==> src/rtl/game_flow_pkg.sv <==
`default_nettype none
// ============================================================================
//  Module      : game_flow_pkg
//  Description : Shared definitions for the game-flow sequencer. It holds the
//                state codes and their width, and the constants used to split
//                an RGB word into its three colour channels.
//  Revision    : 1.0 - initial release
// ============================================================================
package game_flow_pkg;

    // State register width and state codes
    localparam int         c_state_w     = 3;
    localparam logic [2:0] c_st_title    = 3'd0;
    localparam logic [2:0] c_st_fade_in  = 3'd1;
    localparam logic [2:0] c_st_playing  = 3'd2;
    localparam logic [2:0] c_st_fade_out = 3'd3;
    localparam logic [2:0] c_st_win      = 3'd4;
    localparam logic [2:0] c_st_over     = 3'd5;

    // An RGB word is R, G and B packed MSB first, all channels the same width
    localparam int         c_rgb_channels = 3;

endpackage
`default_nettype wire

==> src/rtl/sync_2ff.sv <==
`default_nettype none
// ============================================================================
//  Module      : sync_2ff
//  Description : Two-flop synchroniser for a single asynchronous level.
//                The output clears on reset and then follows the input two
//                clocks late.
//  Ports       : clk  - destination clock
//                rst  - synchronous active-high reset
//                i_d  - asynchronous input level
//                o_q  - synchronised level
//  Revision    : 1.0 - initial release
// ============================================================================
module sync_2ff (
    input  logic clk,
    input  logic rst,
    input  logic i_d,
    output logic o_q
);

    logic r_meta;
    logic r_sync;

    always_ff @(posedge clk) begin
        if (rst) begin
            r_meta <= 1'b0;
            r_sync <= 1'b0;
        end else begin
            r_meta <= i_d;
            r_sync <= r_meta;
        end
    end

    assign o_q = r_sync;

endmodule
`default_nettype wire

==> src/rtl/screen_sequencer.sv <==
`default_nettype none
// ============================================================================
//  Module      : screen_sequencer
//  Description : Game-flow controller and screen compositor. It sequences
//                title -> fade-in -> playing -> fade-out -> win/over -> title.
//                It dims the playfield while paused and registers the
//                selected screen pixel on each pixel tick.
//  Ports       : clk_100MHz, reset          - clock, synchronous reset
//                p_tick, video_on, x, y     - VGA timing inputs
//                game_start, pause          - asynchronous level switches
//                win, game_over             - game core status
//                title/game/win/over_rgb    - screen sources
//                rgb                        - registered output pixel
//                state                      - current state code
//                game_rst                   - one-clock game core reset pulse
//                game_freeze                - freezes game motion
//                frame_cnt                  - free-running frame counter
//  Revision    : 1.0 - initial release
// ============================================================================
module screen_sequencer
    import game_flow_pkg::*;
#(
    parameter int RGB_W           = 12,
    parameter int FRAME_Y         = 481,
    parameter int FADE_FRAMES     = 16,
    parameter int MIN_HOLD_FRAMES = 60,
    parameter int FCNT_W          = 8
) (
    input  logic              clk_100MHz,
    input  logic              reset,
    input  logic              p_tick,
    input  logic              video_on,
    input  logic [9:0]        x,
    input  logic [9:0]        y,
    input  logic              game_start,
    input  logic              pause,
    input  logic              win,
    input  logic              game_over,
    input  logic [RGB_W-1:0]  title_rgb,
    input  logic [RGB_W-1:0]  game_rgb,
    input  logic [RGB_W-1:0]  win_rgb,
    input  logic [RGB_W-1:0]  over_rgb,
    output logic [RGB_W-1:0]  rgb,
    output logic [2:0]        state,
    output logic              game_rst,
    output logic              game_freeze,
    output logic [FCNT_W-1:0] frame_cnt
);

    localparam int c_chan_w = RGB_W / c_rgb_channels;
    localparam bit c_use_fade = (FADE_FRAMES > 0);

    // Fade counter only has to reach FADE_FRAMES-1: the last event transitions
    localparam int c_fade_w = (FADE_FRAMES > 1) ? $clog2(FADE_FRAMES) : 1;
    localparam logic [c_fade_w-1:0] c_fade_last =
        c_fade_w'((FADE_FRAMES > 0) ? (FADE_FRAMES - 1) : 0);

    localparam int c_hold_w = (MIN_HOLD_FRAMES > 0) ? $clog2(MIN_HOLD_FRAMES + 1) : 1;
    localparam logic [c_hold_w-1:0] c_hold_max = c_hold_w'(MIN_HOLD_FRAMES);

    // ------------------------------------------------------------------
    // Switch synchronisers
    // ------------------------------------------------------------------
    logic w_gs;
    logic w_ps;

    sync_2ff u_sync_gs (
        .clk (clk_100MHz),
        .rst (reset),
        .i_d (game_start),
        .o_q (w_gs)
    );

    sync_2ff u_sync_ps (
        .clk (clk_100MHz),
        .rst (reset),
        .i_d (pause),
        .o_q (w_ps)
    );

    // ------------------------------------------------------------------
    // Registers
    // ------------------------------------------------------------------
    logic [2:0]          r_state;
    logic [2:0]          r_target;
    logic [c_fade_w-1:0] r_fade_cnt;
    logic [c_hold_w-1:0] r_hold_cnt;
    logic                r_gs_prev;
    logic                r_armed;
    logic [1:0]          r_sync_warm;
    logic [RGB_W-1:0]    r_rgb;
    logic                r_game_rst;
    logic                r_game_freeze;
    logic [FCNT_W-1:0]   r_frame_cnt;

    // ------------------------------------------------------------------
    // Events
    // ------------------------------------------------------------------
    logic w_frame_end;
    logic w_gs_rise;
    logic w_hold_done;
    logic w_fade_done;

    assign w_frame_end = p_tick && (y == 10'(FRAME_Y)) && (x == 10'd0);
    // r_armed only sets once the synchroniser holds a real post-reset sample
    // showing the switch low, so a switch held high through reset cannot
    // start a game by itself.
    assign w_gs_rise   = w_gs && !r_gs_prev && r_armed;
    assign w_hold_done = (r_hold_cnt == c_hold_max);
    assign w_fade_done = w_frame_end && (r_fade_cnt == c_fade_last);

    // ------------------------------------------------------------------
    // Next-state logic
    // ------------------------------------------------------------------
    logic [2:0] w_state_next;
    logic [2:0] w_target_next;

    always_comb begin
        w_state_next  = r_state;
        w_target_next = r_target;
        case (r_state)
            c_st_title: begin
                if (w_gs_rise)
                    w_state_next = c_use_fade ? c_st_fade_in : c_st_playing;
            end
            c_st_fade_in: begin
                if (!w_gs)
                    w_state_next = c_st_title;
                else if (w_fade_done)
                    w_state_next = c_st_playing;
            end
            c_st_playing: begin
                if (!w_gs) begin
                    w_state_next = c_st_title;
                end else if (win) begin
                    w_target_next = c_st_win;
                    w_state_next  = c_use_fade ? c_st_fade_out : c_st_win;
                end else if (game_over) begin
                    w_target_next = c_st_over;
                    w_state_next  = c_use_fade ? c_st_fade_out : c_st_over;
                end
            end
            c_st_fade_out: begin
                if (w_fade_done)
                    w_state_next = r_target;
            end
            c_st_win, c_st_over: begin
                if (w_hold_done && !w_gs)
                    w_state_next = c_st_title;
            end
            default: w_state_next = c_st_title;
        endcase
    end

    // ------------------------------------------------------------------
    // Pixel selection
    // ------------------------------------------------------------------
    logic [RGB_W-1:0] w_game_dim;
    logic [RGB_W-1:0] w_rgb_next;

    for (genvar gi = 0; gi < c_rgb_channels; gi++) begin : g_dim
        assign w_game_dim[gi*c_chan_w +: c_chan_w] = game_rgb[gi*c_chan_w +: c_chan_w] >> 1;
    end

    always_comb begin
        w_rgb_next = '0;
        if (video_on) begin
            case (r_state)
                c_st_title:   w_rgb_next = title_rgb;
                c_st_playing: w_rgb_next = w_ps ? w_game_dim : game_rgb;
                c_st_win:     w_rgb_next = win_rgb;
                c_st_over:    w_rgb_next = over_rgb;
                default:      w_rgb_next = '0;
            endcase
        end
    end

    // ------------------------------------------------------------------
    // Sequential logic
    // ------------------------------------------------------------------
    always_ff @(posedge clk_100MHz) begin
        if (reset) begin
            r_state       <= c_st_title;
            r_target      <= c_st_win;
            r_fade_cnt    <= '0;
            r_hold_cnt    <= '0;
            r_gs_prev     <= 1'b0;
            r_armed       <= 1'b0;
            r_sync_warm   <= 2'd0;
            r_rgb         <= '0;
            r_game_rst    <= 1'b0;
            r_game_freeze <= 1'b1;
            r_frame_cnt   <= '0;
        end else begin
            r_state       <= w_state_next;
            r_target      <= w_target_next;
            r_gs_prev     <= w_gs;
            r_game_rst    <= (r_state == c_st_title) && (w_state_next != c_st_title);
            r_game_freeze <= !((w_state_next == c_st_playing) && !w_ps);

            // Two clocks after reset both synchroniser stages hold real samples
            if (r_sync_warm != 2'd2)
                r_sync_warm <= r_sync_warm + 2'd1;
            if ((r_sync_warm == 2'd2) && !w_gs)
                r_armed <= 1'b1;

            if (w_frame_end)
                r_frame_cnt <= r_frame_cnt + 1'b1;

            // Counters restart on any state change; an event on that edge is dropped
            if (w_state_next != r_state) begin
                r_fade_cnt <= '0;
                r_hold_cnt <= '0;
            end else if (w_frame_end) begin
                if ((r_state == c_st_fade_in) || (r_state == c_st_fade_out))
                    r_fade_cnt <= r_fade_cnt + 1'b1;
                if (!w_hold_done)
                    r_hold_cnt <= r_hold_cnt + 1'b1;
            end

            if (p_tick)
                r_rgb <= w_rgb_next;
        end
    end

    assign rgb         = r_rgb;
    assign state       = r_state;
    assign game_rst    = r_game_rst;
    assign game_freeze = r_game_freeze;
    assign frame_cnt   = r_frame_cnt;

endmodule
`default_nettype wire

==> config.mk <==
export PLATFORM = sky130hd
export DESIGN_NAME = screen_sequencer
export DESIGN_NICKNAME = d
export VERILOG_FILES = /design/src/rtl/game_flow_pkg.sv /design/src/rtl/sync_2ff.sv /design/src/rtl/screen_sequencer.sv
export SDC_FILE = /design/constraint.sdc
export NUM_CORES = 1
export LEC_CHECK = 0
export ABC_AREA = 0
export ABC_CLOCK_PERIOD_IN_PS = 3000
export CAP_MARGIN = 20
export CORE_ASPECT_RATIO = 1.2
export CORE_MARGIN = 2
export CORE_UTILIZATION = 48
export CTS_BUF_LIST = sky130_fd_sc_hd__clkbuf_4 sky130_fd_sc_hd__clkbuf_8
export CTS_CLUSTER_SIZE = 12
export DETAILED_ROUTE_END_ITERATION = 12
export PLACE_DENSITY_LB_ADDON = 0.05
export SYNTH_ARGS = -nofsm -noshare
export SYNTH_HDL_FRONTEND = slang
export SYNTH_SLANG_ARGS = --single-unit
==> constraint.sdc <==
create_clock -name clk_100MHz -period 3 [get_ports clk_100MHz]
set_input_delay 0.6 -clock clk_100MHz [delete_from_list [all_inputs] [get_ports clk_100MHz]]
set_output_delay 0.6 -clock clk_100MHz [all_outputs]
set_load 0.005 [all_outputs]
==> run metrics <==
Pleak=1.24 nW; Worst Hold Depth=1; Post-Route M1 WL=2980 µm; crit path max fanout=23; ys async rst share=0%; detailed placement HPWL=5310 µm; top_reg_cell synth=dfxtp_1; CP bufs+invs=1; IO Count=101; initial antenna violation count=0; R2R depth=4; drc violations=0; Max Cap Violations=0; Syn-to-layout area delta=44.9%; clock root buffer=clkbuf_8; Setup violations, final=0; floorplan row count=28; Antenna Nets Post-Route=0; post-synth net total=372; vias in the first global route=2379; FF-to-FF Start=state[1]$_SDFF_PP0_; Worst VDD drop=393 µV; slowest cell on the critical path=dfxtp_1; Post-synth EDFFs=0; layout cells sized above 1=10.4%; global route total overflow=0; measured slew at the worst slew-check pin=0.726 ns; final layout net count=466; post-synthesis cell count=291; WHS Endpoint=u_sync_ps.o_q$_SDFF_PP0_; Clk pin slew, worst setup/hold paths=0.08 ns; IO buf count=100; Placer Congestion=about 0.85; Mapped Area=2520 µm²; TritonCTS buffer count=5; HP Start=u_sync_ps.r_meta$_SDFF_PP0_; core outline area=5010 µm²; largest net degree at the start of global routing=26; Post-Route WL=6960 µm; reg2reg end=r_hold_cnt[5]$_SDFFE_PP0P_; syn_area_per_cell=8.66 µm²; routed wl met3=460 µm; CTS tree=yes; clk buf depth=2; flops & latches, synth=44; Tcrit/Tclk final=77.3%; die height=83.4 µm; fmax=0.431 GHz; WP data required=around 2.4 ns; highest routed layer=met4; Slew Viols, Final=0; vias=2473; Total GRT Usage=24.0%; CP peak stage delay=between 0.7 and 0.8 ns; first-pass GRT wire length=11500 µm; HP Class=flop to flop; Cell variety after synth=46; final hold violations=0; Setup Fix Bufs, Post-CTS=0; clk_lat worst skew=between 0.2 and 0.3 ns; CP Cell Sequence=clkdlybuf4s50_1; setup_tns=0 ns; total power divided by cell area=347 nW/µm²; Ys Warns=0; die area=5840 µm²; CP Capture Type=primary output; critical path class=flop to primary output; Routed met2 length=roughly 3500 µm; RSZ-0062 raised after global routing=no; average via count per standard cell=5.54; H-tree Lvls=2; diode count=0; WP data arrival=roughly 1.7 ns; clk_skew=approximately 0.0052 ns; Starting Density=50.3%; CP startpoint kind=flop; sequential share of the synthesized area=35.0%; CTS Hold Bufs=0; slew margin rel.=51.5%; critical path's top delay family=flip-flops; Final min period=2.32 ns; status=complete, no violations; drt first pass iters=4; Die W=70.1 µm; reg2reg setup slack=0.86 ns; Routed wire per std cell=15.6 µm; CTS resizes=0; Final Core Density=72.9%; initial drt markers=114; clock sink total=44
==> synthesized netlist by cell type, types with 2 or more instances <==
master     count  share of area, %
nand2_1        7               1.0
inv_1         10               1.5
nand3_1        7               1.4
clkbuf_1      12               1.8
buf_4          3              0.89
dfxtp_1       44                35
a21oi_1       19               3.8
nor3_1        17               3.4
o31a_1         2              0.70
o31ai_1        2              0.60
buf_2          3              0.60
a22oi_1       12               3.6
ha_1           5               2.5
nor2_1        38               5.7
mux2i_1       11               4.4
o21ai_0        3              0.60
nor2b_1       17               4.2
nor4b_2        3               1.8
mux2_2        12               5.4
xnor2_1       15               5.2
nor4b_1        2              0.70
nand4_1        3              0.75
nand3b_1       2              0.60
o2bb2ai_1      4               1.4
nor4_2         4               2.0
nor4_1         6               1.5
o22ai_1        9               2.2
==> metrics by stage <==
step                      power (mW)  instance area (µm²)  hold WS [ns]  std cells  setup WS, ns
after floorplan                0.751                 2520         0.414        291          1.06
after global placement         0.884                 3550         0.419        438         0.441
after detailed placement       0.890                 3550         0.432        438         0.411
after CTS                       1.28                 3650         0.452        446         0.696
after global routing            1.33                 3650         0.467        446         0.499
final                           1.27                 3650         0.446        446         0.680
==> sequential cells by signal, indices dropped and copies added, names as in the netlist <==
signal	cells
r_armed	1
state	3
game_freeze	1
r_gs_prev	1
r_sync_warm	2
u_sync_ps.r_meta	1
u_sync_gs.o_q	1
u_sync_ps.o_q	1
r_fade_cnt	4
rgb	12
r_hold_cnt	6
frame_cnt	8
r_target	1
game_rst	1
u_sync_gs.r_meta	1
==> worst max-delay path by stage <==
stage                     depth (start not counted)           startpoint                          to
final                                             1  state[1]$_SDFF_PP0_                    state[1]
after global routing                              6                 x[3]  r_fade_cnt[3]$_SDFFE_PP0P_
after global placement                            7                 x[1]      game_freeze$_SDFF_PP1_
after detailed placement                          6                 x[3]  r_hold_cnt[5]$_SDFFE_PP0P_
after floorplan                                   6                 x[3]      game_freeze$_SDFF_PP1_
after CTS                                         1  state[1]$_SDFF_PP0_                    state[1]
==> logic make-up (layout without fill, tap and decap cells) <==
kind of cell,Yosys count,in the layout,share of synthesized area [%]
XOR/XNOR,16,16,5.56
buffers and inverters,31,126,5.56
adder cells (fa/ha/maj),5,5,2.48
AND/OR/NAND/NOR,115,115,26.5
multiplexers,23,23,9.74
AO/OA/AOI/OAI,57,57,15.2
flip-flops,44,44,35.0
==> cell type report <==
cell class	instances	area [µm²]
clock buffers	7	90.1
clock inverters	1	7.51
fillers	416	1360
inverters	10	37.5
multi-input cells	216	1500
flip-flops and latches	44	881
well taps	60	75.1
repair buffers	108	1060
==> placed cells by master, fill, tap and decap left out, drive strengths merged, types with 2 or more instances in the layout <==
cell / n
clkdlybuf4s50: 100
dfxtp: 44
nor2: 38
a21oi: 19
nor3: 18
nor2b: 17
xnor2: 15
mux2: 12
a22oi: 12
mux2i: 11
nor4: 11
inv: 10
o22ai: 9
buf: 8
nand3: 7
nand2: 7
clkbuf: 7
ha: 5
nor4b: 5
o2bb2ai: 4
nand4: 3
o21ai: 3
nand3b: 2
o31a: 2
o31ai: 2
or3b: 2
==> routing by layer <==
| metal | GRT usage [%] | vias to the layer above |
|---|---|---|
| met5 | 0 | - |
| li1 | - | 1242 |
| met4 | 5.42 | 0 |
| met2 | 41.3 | 77 |
| met1 | 30.8 | 1150 |
| met3 | 4.61 | 4 |
==> where the power goes <==
group | switching (mW) | internal, mW
combinational | 0.0881 | 0.159
clock | 0.194 | 0.196
sequential | 0.0186 | 0.611
Power figures use the tool's default switching activity.
